<file path="config.mk">
export PLATFORM = sky130hd
export DESIGN_NAME = conv_frame_loader_flat
export DESIGN_NICKNAME = d
export VERILOG_FILES = /design/src/rtl/conv_frame_loader_if.sv /design/src/rtl/conv_frame_loader.sv /design/src/flat_wrapper.sv
export SDC_FILE = /design/constraint.sdc
export NUM_CORES = 2
export LEC_CHECK = 0
export BUFFER_PORTS_ARGS = -buffer_cell sky130_fd_sc_hd__buf_2
export CORE_ASPECT_RATIO = 1.1
export CORE_MARGIN = 2
export CORE_UTILIZATION = 45
export CTS_BUF_LIST = sky130_fd_sc_hd__clkbuf_8
export DETAILED_ROUTE_END_ITERATION = 7
export GPL_TIMING_DRIVEN = 0
export HOLD_SLACK_MARGIN = 0.1
export MAX_ROUTING_LAYER = met4
export SLEW_MARGIN = 20
export SYNTH_ARGS = -nofsm -noshare
export SYNTH_HDL_FRONTEND = slang
export SYNTH_SLANG_ARGS = --single-unit
export TNS_END_PERCENT = 50
</file>
<file path="constraint.sdc">
create_clock -name clock -period 3.7 [get_ports clock]
set_input_delay 0 -clock clock [delete_from_list [all_inputs] [get_ports clock]]
set_output_delay 0 -clock clock [all_outputs]
set_load 0.03 [all_outputs]
</file>
<file path="src/rtl/conv_frame_loader_if.sv">
// Pixel, coefficient and frame/filter signals of the convolution frame loader.
// The slave modport is the loader's view; the master modport is its surroundings.
interface conv_frame_loader_if #(
    parameter int unsigned DATA_W = 8,
    parameter int unsigned IN_DIM = 7,
    parameter int unsigned K_DIM  = 3
);
    localparam int unsigned FRAME_W = IN_DIM * IN_DIM * DATA_W;
    localparam int unsigned FILT_W  = K_DIM * K_DIM * DATA_W;

    logic              pix_valid;
    logic              pix_ready;
    logic [DATA_W-1:0] pix_data;
    logic              pix_sof;

    logic              coef_valid;
    logic              coef_ready;
    logic [DATA_W-1:0] coef_data;

    logic               frame_valid;
    logic               frame_ready;
    logic [FRAME_W-1:0] frame_data;

    logic               filter_valid;
    logic [FILT_W-1:0]  filter_data;

    logic [7:0]         frame_cnt;
    logic               frame_err;

    modport slave (
        input  pix_valid, pix_data, pix_sof, coef_valid, coef_data, frame_ready,
        output pix_ready, coef_ready, frame_valid, frame_data,
               filter_valid, filter_data, frame_cnt, frame_err
    );

    modport master (
        output pix_valid, pix_data, pix_sof, coef_valid, coef_data, frame_ready,
        input  pix_ready, coef_ready, frame_valid, frame_data,
               filter_valid, filter_data, frame_cnt, frame_err
    );
endinterface

</file>
<file path="src/rtl/conv_frame_loader.sv">
// Assembles row-major pixel streams into whole frames (fill/hold double buffer)
// and commits complete coefficient sets as the 3x3 filter.
module conv_frame_loader #(
    parameter int unsigned DATA_W = 8,
    parameter int unsigned IN_DIM = 7,
    parameter int unsigned K_DIM  = 3
) (
    input  logic               clock,
    input  logic               reset,
    conv_frame_loader_if.slave bus
);
    localparam int unsigned NPIX       = IN_DIM * IN_DIM;
    localparam int unsigned NCOEF      = K_DIM * K_DIM;
    localparam int unsigned FRAME_W    = NPIX * DATA_W;
    localparam int unsigned FILT_W     = NCOEF * DATA_W;
    localparam int unsigned FILL_IDX_W = $clog2(NPIX);
    localparam int unsigned COEF_IDX_W = $clog2(NCOEF);

    localparam logic [FILL_IDX_W-1:0] LAST_PIX  = FILL_IDX_W'(NPIX - 1);
    localparam logic [COEF_IDX_W-1:0] LAST_COEF = COEF_IDX_W'(NCOEF - 1);

    typedef enum logic {
        S_FILL,
        S_FULL
    } state_e;

    state_e                 state_q, state_d;
    logic [FILL_IDX_W-1:0]  fill_idx_q, fill_idx_d;
    logic [COEF_IDX_W-1:0]  coef_idx_q, coef_idx_d;
    logic [FRAME_W-1:0]     fill_buf_q, fill_buf_d;
    logic [FRAME_W-1:0]     hold_buf_q, hold_buf_d;
    logic [FILT_W-1:0]      coef_shadow_q, coef_shadow_d;
    logic [FILT_W-1:0]      filter_q, filter_d;
    logic                   frame_valid_q, frame_valid_d;
    logic                   filter_valid_q, filter_valid_d;
    logic                   frame_err_q, frame_err_d;
    logic                   pix_ready_q, pix_ready_d;
    logic                   coef_ready_q, coef_ready_d;
    logic [7:0]             frame_cnt_q, frame_cnt_d;

    logic pix_acc;
    logic coef_acc;
    logic xfer;

    always_ff @(posedge clock) begin
        if (reset) begin
            state_q        <= S_FILL;
            fill_idx_q     <= '0;
            coef_idx_q     <= '0;
            fill_buf_q     <= '0;
            hold_buf_q     <= '0;
            coef_shadow_q  <= '0;
            filter_q       <= '0;
            frame_valid_q  <= 1'b0;
            filter_valid_q <= 1'b0;
            frame_err_q    <= 1'b0;
            pix_ready_q    <= 1'b0;
            coef_ready_q   <= 1'b0;
            frame_cnt_q    <= '0;
        end else begin
            state_q        <= state_d;
            fill_idx_q     <= fill_idx_d;
            coef_idx_q     <= coef_idx_d;
            fill_buf_q     <= fill_buf_d;
            hold_buf_q     <= hold_buf_d;
            coef_shadow_q  <= coef_shadow_d;
            filter_q       <= filter_d;
            frame_valid_q  <= frame_valid_d;
            filter_valid_q <= filter_valid_d;
            frame_err_q    <= frame_err_d;
            pix_ready_q    <= pix_ready_d;
            coef_ready_q   <= coef_ready_d;
            frame_cnt_q    <= frame_cnt_d;
        end
    end

    always_comb begin
        state_d        = state_q;
        fill_idx_d     = fill_idx_q;
        coef_idx_d     = coef_idx_q;
        fill_buf_d     = fill_buf_q;
        hold_buf_d     = hold_buf_q;
        coef_shadow_d  = coef_shadow_q;
        filter_d       = filter_q;
        frame_valid_d  = frame_valid_q;
        filter_valid_d = filter_valid_q;
        frame_err_d    = frame_err_q;
        frame_cnt_d    = frame_cnt_q;

        pix_acc  = bus.pix_valid && pix_ready_q;
        coef_acc = bus.coef_valid && coef_ready_q;
        xfer     = (state_q == S_FULL) && (!frame_valid_q || bus.frame_ready);

        case (state_q)
            S_FILL: begin
                if (pix_acc) begin
                    // A mid-frame start-of-frame restarts assembly at pixel 0.
                    if (bus.pix_sof && (fill_idx_q != '0)) begin
                        fill_buf_d[DATA_W-1:0] = bus.pix_data;
                        fill_idx_d             = FILL_IDX_W'(1);
                        frame_err_d            = 1'b1;
                    end else begin
                        fill_buf_d[32'(fill_idx_q) * DATA_W +: DATA_W] = bus.pix_data;
                        if (fill_idx_q == LAST_PIX) begin
                            fill_idx_d = '0;
                            state_d    = S_FULL;
                        end else begin
                            fill_idx_d = fill_idx_q + FILL_IDX_W'(1);
                        end
                    end
                end
            end
            S_FULL: begin
                if (xfer) begin
                    hold_buf_d    = fill_buf_q;
                    frame_valid_d = 1'b1;
                    frame_cnt_d   = frame_cnt_q + 8'd1;
                    state_d       = S_FILL;
                end
            end
            default: state_d = S_FILL;
        endcase

        // A consume without a replacing transfer empties the hold buffer.
        if (frame_valid_q && bus.frame_ready && !xfer) begin
            frame_valid_d = 1'b0;
        end

        if (coef_acc) begin
            coef_shadow_d[32'(coef_idx_q) * DATA_W +: DATA_W] = bus.coef_data;
            if (coef_idx_q == LAST_COEF) begin
                filter_d       = coef_shadow_d;
                filter_valid_d = 1'b1;
                coef_idx_d     = '0;
            end else begin
                coef_idx_d = coef_idx_q + COEF_IDX_W'(1);
            end
        end

        pix_ready_d  = (state_d == S_FILL);
        coef_ready_d = 1'b1;
    end

    assign bus.pix_ready    = pix_ready_q;
    assign bus.coef_ready   = coef_ready_q;
    assign bus.frame_valid  = frame_valid_q;
    assign bus.frame_data   = hold_buf_q;
    assign bus.filter_valid = filter_valid_q;
    assign bus.filter_data  = filter_q;
    assign bus.frame_cnt    = frame_cnt_q;
    assign bus.frame_err    = frame_err_q;
endmodule
</file>
<file path="src/flat_wrapper.sv">
// flat-port wrapper written by rule: the top's interface ports become plain ports
module conv_frame_loader_flat 
#(
    parameter int unsigned DATA_W = 8,
    parameter int unsigned IN_DIM = 7,
    parameter int unsigned K_DIM  = 3
)
  (clock, reset, bus_pix_valid, bus_pix_data, bus_pix_sof, bus_coef_valid, bus_coef_data, bus_frame_ready, bus_pix_ready, bus_coef_ready, bus_frame_valid, bus_frame_data, bus_filter_valid, bus_filter_data, bus_frame_cnt, bus_frame_err);
  conv_frame_loader_if #(.DATA_W(DATA_W), .IN_DIM(IN_DIM), .K_DIM(K_DIM)) bus_i ();
  input  logic clock;
  input  logic reset;
  input wire logic [$bits(bus_i.pix_valid)-1:0] bus_pix_valid;
  input wire logic [$bits(bus_i.pix_data)-1:0] bus_pix_data;
  input wire logic [$bits(bus_i.pix_sof)-1:0] bus_pix_sof;
  input wire logic [$bits(bus_i.coef_valid)-1:0] bus_coef_valid;
  input wire logic [$bits(bus_i.coef_data)-1:0] bus_coef_data;
  input wire logic [$bits(bus_i.frame_ready)-1:0] bus_frame_ready;
  output wire logic [$bits(bus_i.pix_ready)-1:0] bus_pix_ready;
  output wire logic [$bits(bus_i.coef_ready)-1:0] bus_coef_ready;
  output wire logic [$bits(bus_i.frame_valid)-1:0] bus_frame_valid;
  output wire logic [$bits(bus_i.frame_data)-1:0] bus_frame_data;
  output wire logic [$bits(bus_i.filter_valid)-1:0] bus_filter_valid;
  output wire logic [$bits(bus_i.filter_data)-1:0] bus_filter_data;
  output wire logic [$bits(bus_i.frame_cnt)-1:0] bus_frame_cnt;
  output wire logic [$bits(bus_i.frame_err)-1:0] bus_frame_err;
  assign bus_i.pix_valid = bus_pix_valid;
  assign bus_i.pix_data = bus_pix_data;
  assign bus_i.pix_sof = bus_pix_sof;
  assign bus_i.coef_valid = bus_coef_valid;
  assign bus_i.coef_data = bus_coef_data;
  assign bus_i.frame_ready = bus_frame_ready;
  assign bus_pix_ready = bus_i.pix_ready;
  assign bus_coef_ready = bus_i.coef_ready;
  assign bus_frame_valid = bus_i.frame_valid;
  assign bus_frame_data = bus_i.frame_data;
  assign bus_filter_valid = bus_i.filter_valid;
  assign bus_filter_data = bus_i.filter_data;
  assign bus_frame_cnt = bus_i.frame_cnt;
  assign bus_frame_err = bus_i.frame_err;
  conv_frame_loader #(.DATA_W(DATA_W), .IN_DIM(IN_DIM), .K_DIM(K_DIM)) u_core (.clock(clock), .reset(reset), .bus(bus_i));
endmodule
</file>
# == Yosys cells after proc, flatten, opt, wreduce, memory -nomap -nowiden ==
# Index checks and enable logic that the tools add are counted.
# totals
elab_cells,56
out_inout_bits,477
register_bits,952
# op_classes
n_shift,4
n_mux,12
reduce_logical,16
n_bitwise,3
add_sub_neg,5
eq_ne,2
# op_table
operator,n
$bwmux 392,1
$shift 8x34->392 const A,1
$shiftx 8x34->392,1
$bwmux 72,1
$shift 8x34->72 const A,1
$shiftx 8x34->72,1
$neg 7->34,1
$neg 9->34,1
$mux 6,2
$add 8x1->8 const B,1
$mux 8,1
$add 6x1->6 const B,1
$eq 6x6->1 const B,1
$logic_and 1x1->1,6
$reduce_and 2->1,3
$reduce_and 3->1,2
$reduce_bool 6->1,1
$mux 1,5
$add 4x1->4 const B,1
$eq 4x4->1 const B,1
$mux 4,1
$not 1->1,3
$logic_not 1->1,2
$pmux 1 s2,1
2 further kinds,2

# == Depth between registers and ports, before layout ==
# logic_depth
depth_word,6
depth_mapped,11

# == Worst setup path before layout ==
# No wires, ideal clock.
# synth_path
kind,flip-flop to flip-flop
startpoint,register u_core.fill_idx_q[0]
endpoint,register u_core.fill_buf_q[368]
n_path_buf,3
required_time_ps,3579
stages_incl_launch_ff,10
synth_period_minus_slack_ps,2922
setup_ps,121
setup_slack_ps,778
arrival_time_ps,2802
cell_sequence,dfxtp_1 -> clkbuf_1 -> buf_2 -> nor3_1 -> nor3b_1 -> ha_1 -> clkbuf_1 -> a2111o_1 -> a211oi_2 -> mux2_2
# synth_via
elab_chain_len,4
elab_cells_between_ends,8
cone_classes,add/sub (1); shift (2); mux (1); bitwise (1); reduce/logical (3)
# synth_lines
element,line_no,source
from (decl),conv_frame_loader.sv:28,"logic [FILL_IDX_W-1:0] fill_idx_q, fill_idx_d;"
from (signal assigned),conv_frame_loader.sv:62,fill_idx_q <= fill_idx_d;
branches (longest 4 deep; another with $neg 9->34),-,
to (signal assigned),conv_frame_loader.sv:64,fill_buf_q <= fill_buf_d;
to (decl),conv_frame_loader.sv:30,"logic [FRAME_W-1:0] fill_buf_q, fill_buf_d;"
# Parallel ways; which one is timed is not known.
# A chain may end at the register's enable or synchronous reset.

# == Final worst setup path ==
# layout_path
startpoint,register u_core.fill_idx_q[0]
endpoint,register u_core.fill_buf_q[210]
# Same word-level chain as after synthesis.

==> results.toml <==
[status]
status = "completed"

[routing]
first_pass_iters = 5
wl_per_cell_um = 22.33
drt-initial-drc-count = 2190
ant_nets = 0
remaining_drc_errors = 0
vias = 31790
viasPerCell = 5.363
wirelength_mm = 132.3

[setup_path]
critPathMaxFanout = 10
cp.required_ns = 4.44
worstPathArrival_ns = 4.35
start_kind = "flip-flop"
crit_path_end_kind = "flip-flop"
slowest_delay_ns = 0.51
worst_path_max_delay_cell = "and2_2"
cp_common_cell = "clkbuf_2"
worstSetupPathType = "reg2reg"
path_cells = "clkbuf_2 > buf_2 > inv_1 > ha_1 > clkbuf_2 > clkbuf_2 > and2_2 > o211ai_1 > buf_4 > mux2i_1"
rr_worst_depth = 10
regToRegSetupSlack_ns = 0.09

[logic_synthesis]
ys_warn_count = 0
netlist.area_leader.share_pct = 52.87
synth-edff-count = 0
synthTopCellsByArea = "dfxtp_1 (53%), nand2_1 (13%), mux2i_1 (12%)"
async_flop_share_pct = 0
seq_area_frac_synth_pct = 52.87
synth-seq-cells = 952
synth_fp_nets = 4092
synth.distinct_cells = 75
yosysTopAreaCell = "dfxtp_1"
syn_area_um2 = 36050
netlist_instances = 4063
syn_area_per_cell_um2 = 8.872
synth_flop_cell = "dfxtp_1"

[floorplanning]
fp.dieW_um = 273.9
num_io_pins = 499
die-area_um2 = 82380
core_um2 = 79050
row_count = 108
initial_utilization_pct = 45.60
die_height_um = 300.8

[grt]
grt_pass1_vias = 30140
grt_overflow_total = 0
grt_antenna_before_repair = 5
grt_max_degree = 17
track_usage_pct = 32.06
grt_pass1_wl_mm = 190.7

[run]
cap_viol_max_count = 0

[sta]
timing.fmax_mhz = 276.9
relSlewSlack_pct = 15.20
setup_viol = 0
fin_skew_ns = 0.05547
worstMarginPinSlew_ns = 1.269
finalHoldViolCount = 0
period_share_pct = 97.60
fin_ws_ns = 0.08878
setup_tns_ns = 0
period_needed_ns = 3.611
grt_setup_unrepaired = "true"
slew_violations = 0

[placed_design]
hpwl_mm = 97.86
dp_slack_ns = -1.000
gp_congestion = 0.9833
portBuffers = 493

[layout]
layout-drive-gt1-share_pct = 18.33
multiInputGateArea_um2 = 16020
seqCellArea_um2 = 19060
finish.utilization_pct = 55.45
area_delta_synth_final_pct = 21.61
fill_cells = 7538
nNetsFinal = 4796

[pwr]
power.total_mw = 20.18
total_leakage_power_nw = 17.46
peakVddDrop_uv = 270.9
p_per_area_nw_per_um2 = 460.3

[clock_network]
clk_path_buf_depth = 3
clk-insertion-delay-late_ns = 0.85
clkSlewWorstSetupHoldPaths_ns = 0.06
cts_htree_levels = 4
cts_tree = "built"
cts_sinks = 952
cts_root_buf = "clkbuf_8"
cts_buffers = 152

[min_path]
holdPathStages = 5
hp-class = "in2reg"
-- worst max-delay path: cells and delay by family (launching register included) --
kind	cells	cell delay (ns)
buffers and inverters	6	1.70
AND/OR/NAND/NOR	1	0.51
AO/OA/AOI/OAI	1	0.42
flip-flops	1	0.38
adder cells (fa/ha/maj)	1	0.37
multiplexers	1	0.13
-- cell usage after synthesis (all sizes together) (6+ instances only) --
cell	number
ha	7
buf	51
xnor2	11
o21ai	18
nand3	52
clkbuf	249
nor2b	11
and2	21
o2111ai	11
nor3b	12
dfxtp	952
nor4	18
nor3	47
nor2	155
o211ai	30
a21oi	443
mux2i	446
a211oi	49
o32ai	7
xor2	6
nand4	41
inv	20
a311oi	8
o31ai	18
nand2b	11
a2111oi	11
nand2	1278
-- state kept, by name, summed over array words and instances, names as in the netlist, 4 cells and up --
name	flops
u_core.bus.filter_data	72
u_core.fill_idx_q	6
u_core.coef_idx_q	4
u_core.bus.frame_data	392
u_core.fill_buf_q	392
u_core.coef_shadow_q	72
u_core.bus.frame_cnt	8
-- stage by stage --
step	instances	cell area (um^2)	hold WS (ns)
6_report	5927	43830	0.2648
5_1_grt	5924	43830	0.2746
4_1_cts	5904	43400	0.2080
3_5_place_dp	5612	39960	0.3179
3_3_place_gp	5601	39820	0.3196
2_1_floorplan	4063	36050	0.1472
-- cell type report --
cell class	count	share of cell area, %
Antenna cell	5	0.02854
Timing Repair Buffer	557	7.224
Sequential cell	952	43.48
Inverter	20	0.1713
Clock inverter	73	0.8991
Tap cell	1045	2.983
Multi-Input combinational cell	2791	36.55
Clock buffer	191	5.997
Buffer	293	2.666
-- logic make-up after synthesis --
logic type	Yosys count	synth area share, %
muxes	451	12.54
buffers and inverters	320	3.409
and+or+nand+nor	1677	19.53
AOI/OAI and AO/OA	639	10.92
adders and majority gates	7	0.2430
xor gates and xnor gates	17	0.4860
DFF	952	52.87
-- per-layer routing --
metal	GRT usage [%]	share of wire, %	up-vias
met3	6.108	6.4	247
met5	-	0	-
met2	53.88	49	1072
met1	37.85	41	15330
met4	12.40	3.7	0
li1	-	-	15140
-- cell usage in the layout, fill, tap and decap left out, types with 6 or more instances in the layout --
cell type and count:
nand3_1 43, o2111ai_4 6, a21oi_1 442, buf_2 514, a311oi_1 8, a211oi_1 39, ha_1 7, nor3_1 36
nor3b_1 11, buf_1 26, nor4_1 10, nand2b_1 11, o32ai_1 7, nand3_2 9, clkbuf_8 191, a211oi_4 6
dlygate4sd3_1 30, a2111oi_0 6, clkbuf_1 214, nor3_4 6, nor2b_1 11, nand4_1 41, xnor2_1 9, o211ai_1 25
clkbuf_2 31, o21ai_0 13, clkinv_2 12, nand2_1 1278, buf_12 9, o31ai_1 17, xor2_1 6, and2_1 13
inv_1 66, buf_4 21, dfxtp_1 952, nor2_1 151, mux2i_1 445, nor4_4 8
-- worst paths after layout --
path,start,end
worst min register to register,u_core.fill_buf_q[68]$_SDFFE_PP0P_,u_core.bus.frame_data[68]$_SDFFE_PP0P_
worst max register to register,u_core.fill_idx_q[0]$_SDFFE_PP0P_,u_core.fill_buf_q[210]$_SDFFE_PP0P_
worst min-delay path,bus_coef_data[1],u_core.coef_shadow_q[49]$_SDFFE_PP0P_
worst max-delay path,u_core.fill_idx_q[0]$_SDFFE_PP0P_,u_core.fill_buf_q[210]$_SDFFE_PP0P_
-- where the power goes --
group          leakage (nW)  internal (mW)  total, mW  switching, mW
Combinational          8.06          0.191      0.911          0.719
Clock                  1.73           4.72       8.99           4.27
Sequential             7.67           10.3       10.3         0.0146
Total                  17.5           15.2       20.2           5.00
-- what timing repair did --
| item | 4_1_cts | 5_1_grt |
|---|---|---|
| pin swaps | 2 | 13 |
| endpoints found under the hold margin | 412 | 0 |
| resized for setup | 30 | 44 |
| setup buffers | 3 | 19 |
| hold buffers | 30 | 0 |
| endpoints found under the setup margin | 313 | 364 |
Note: power is estimated with default switching activity, not from simulation.
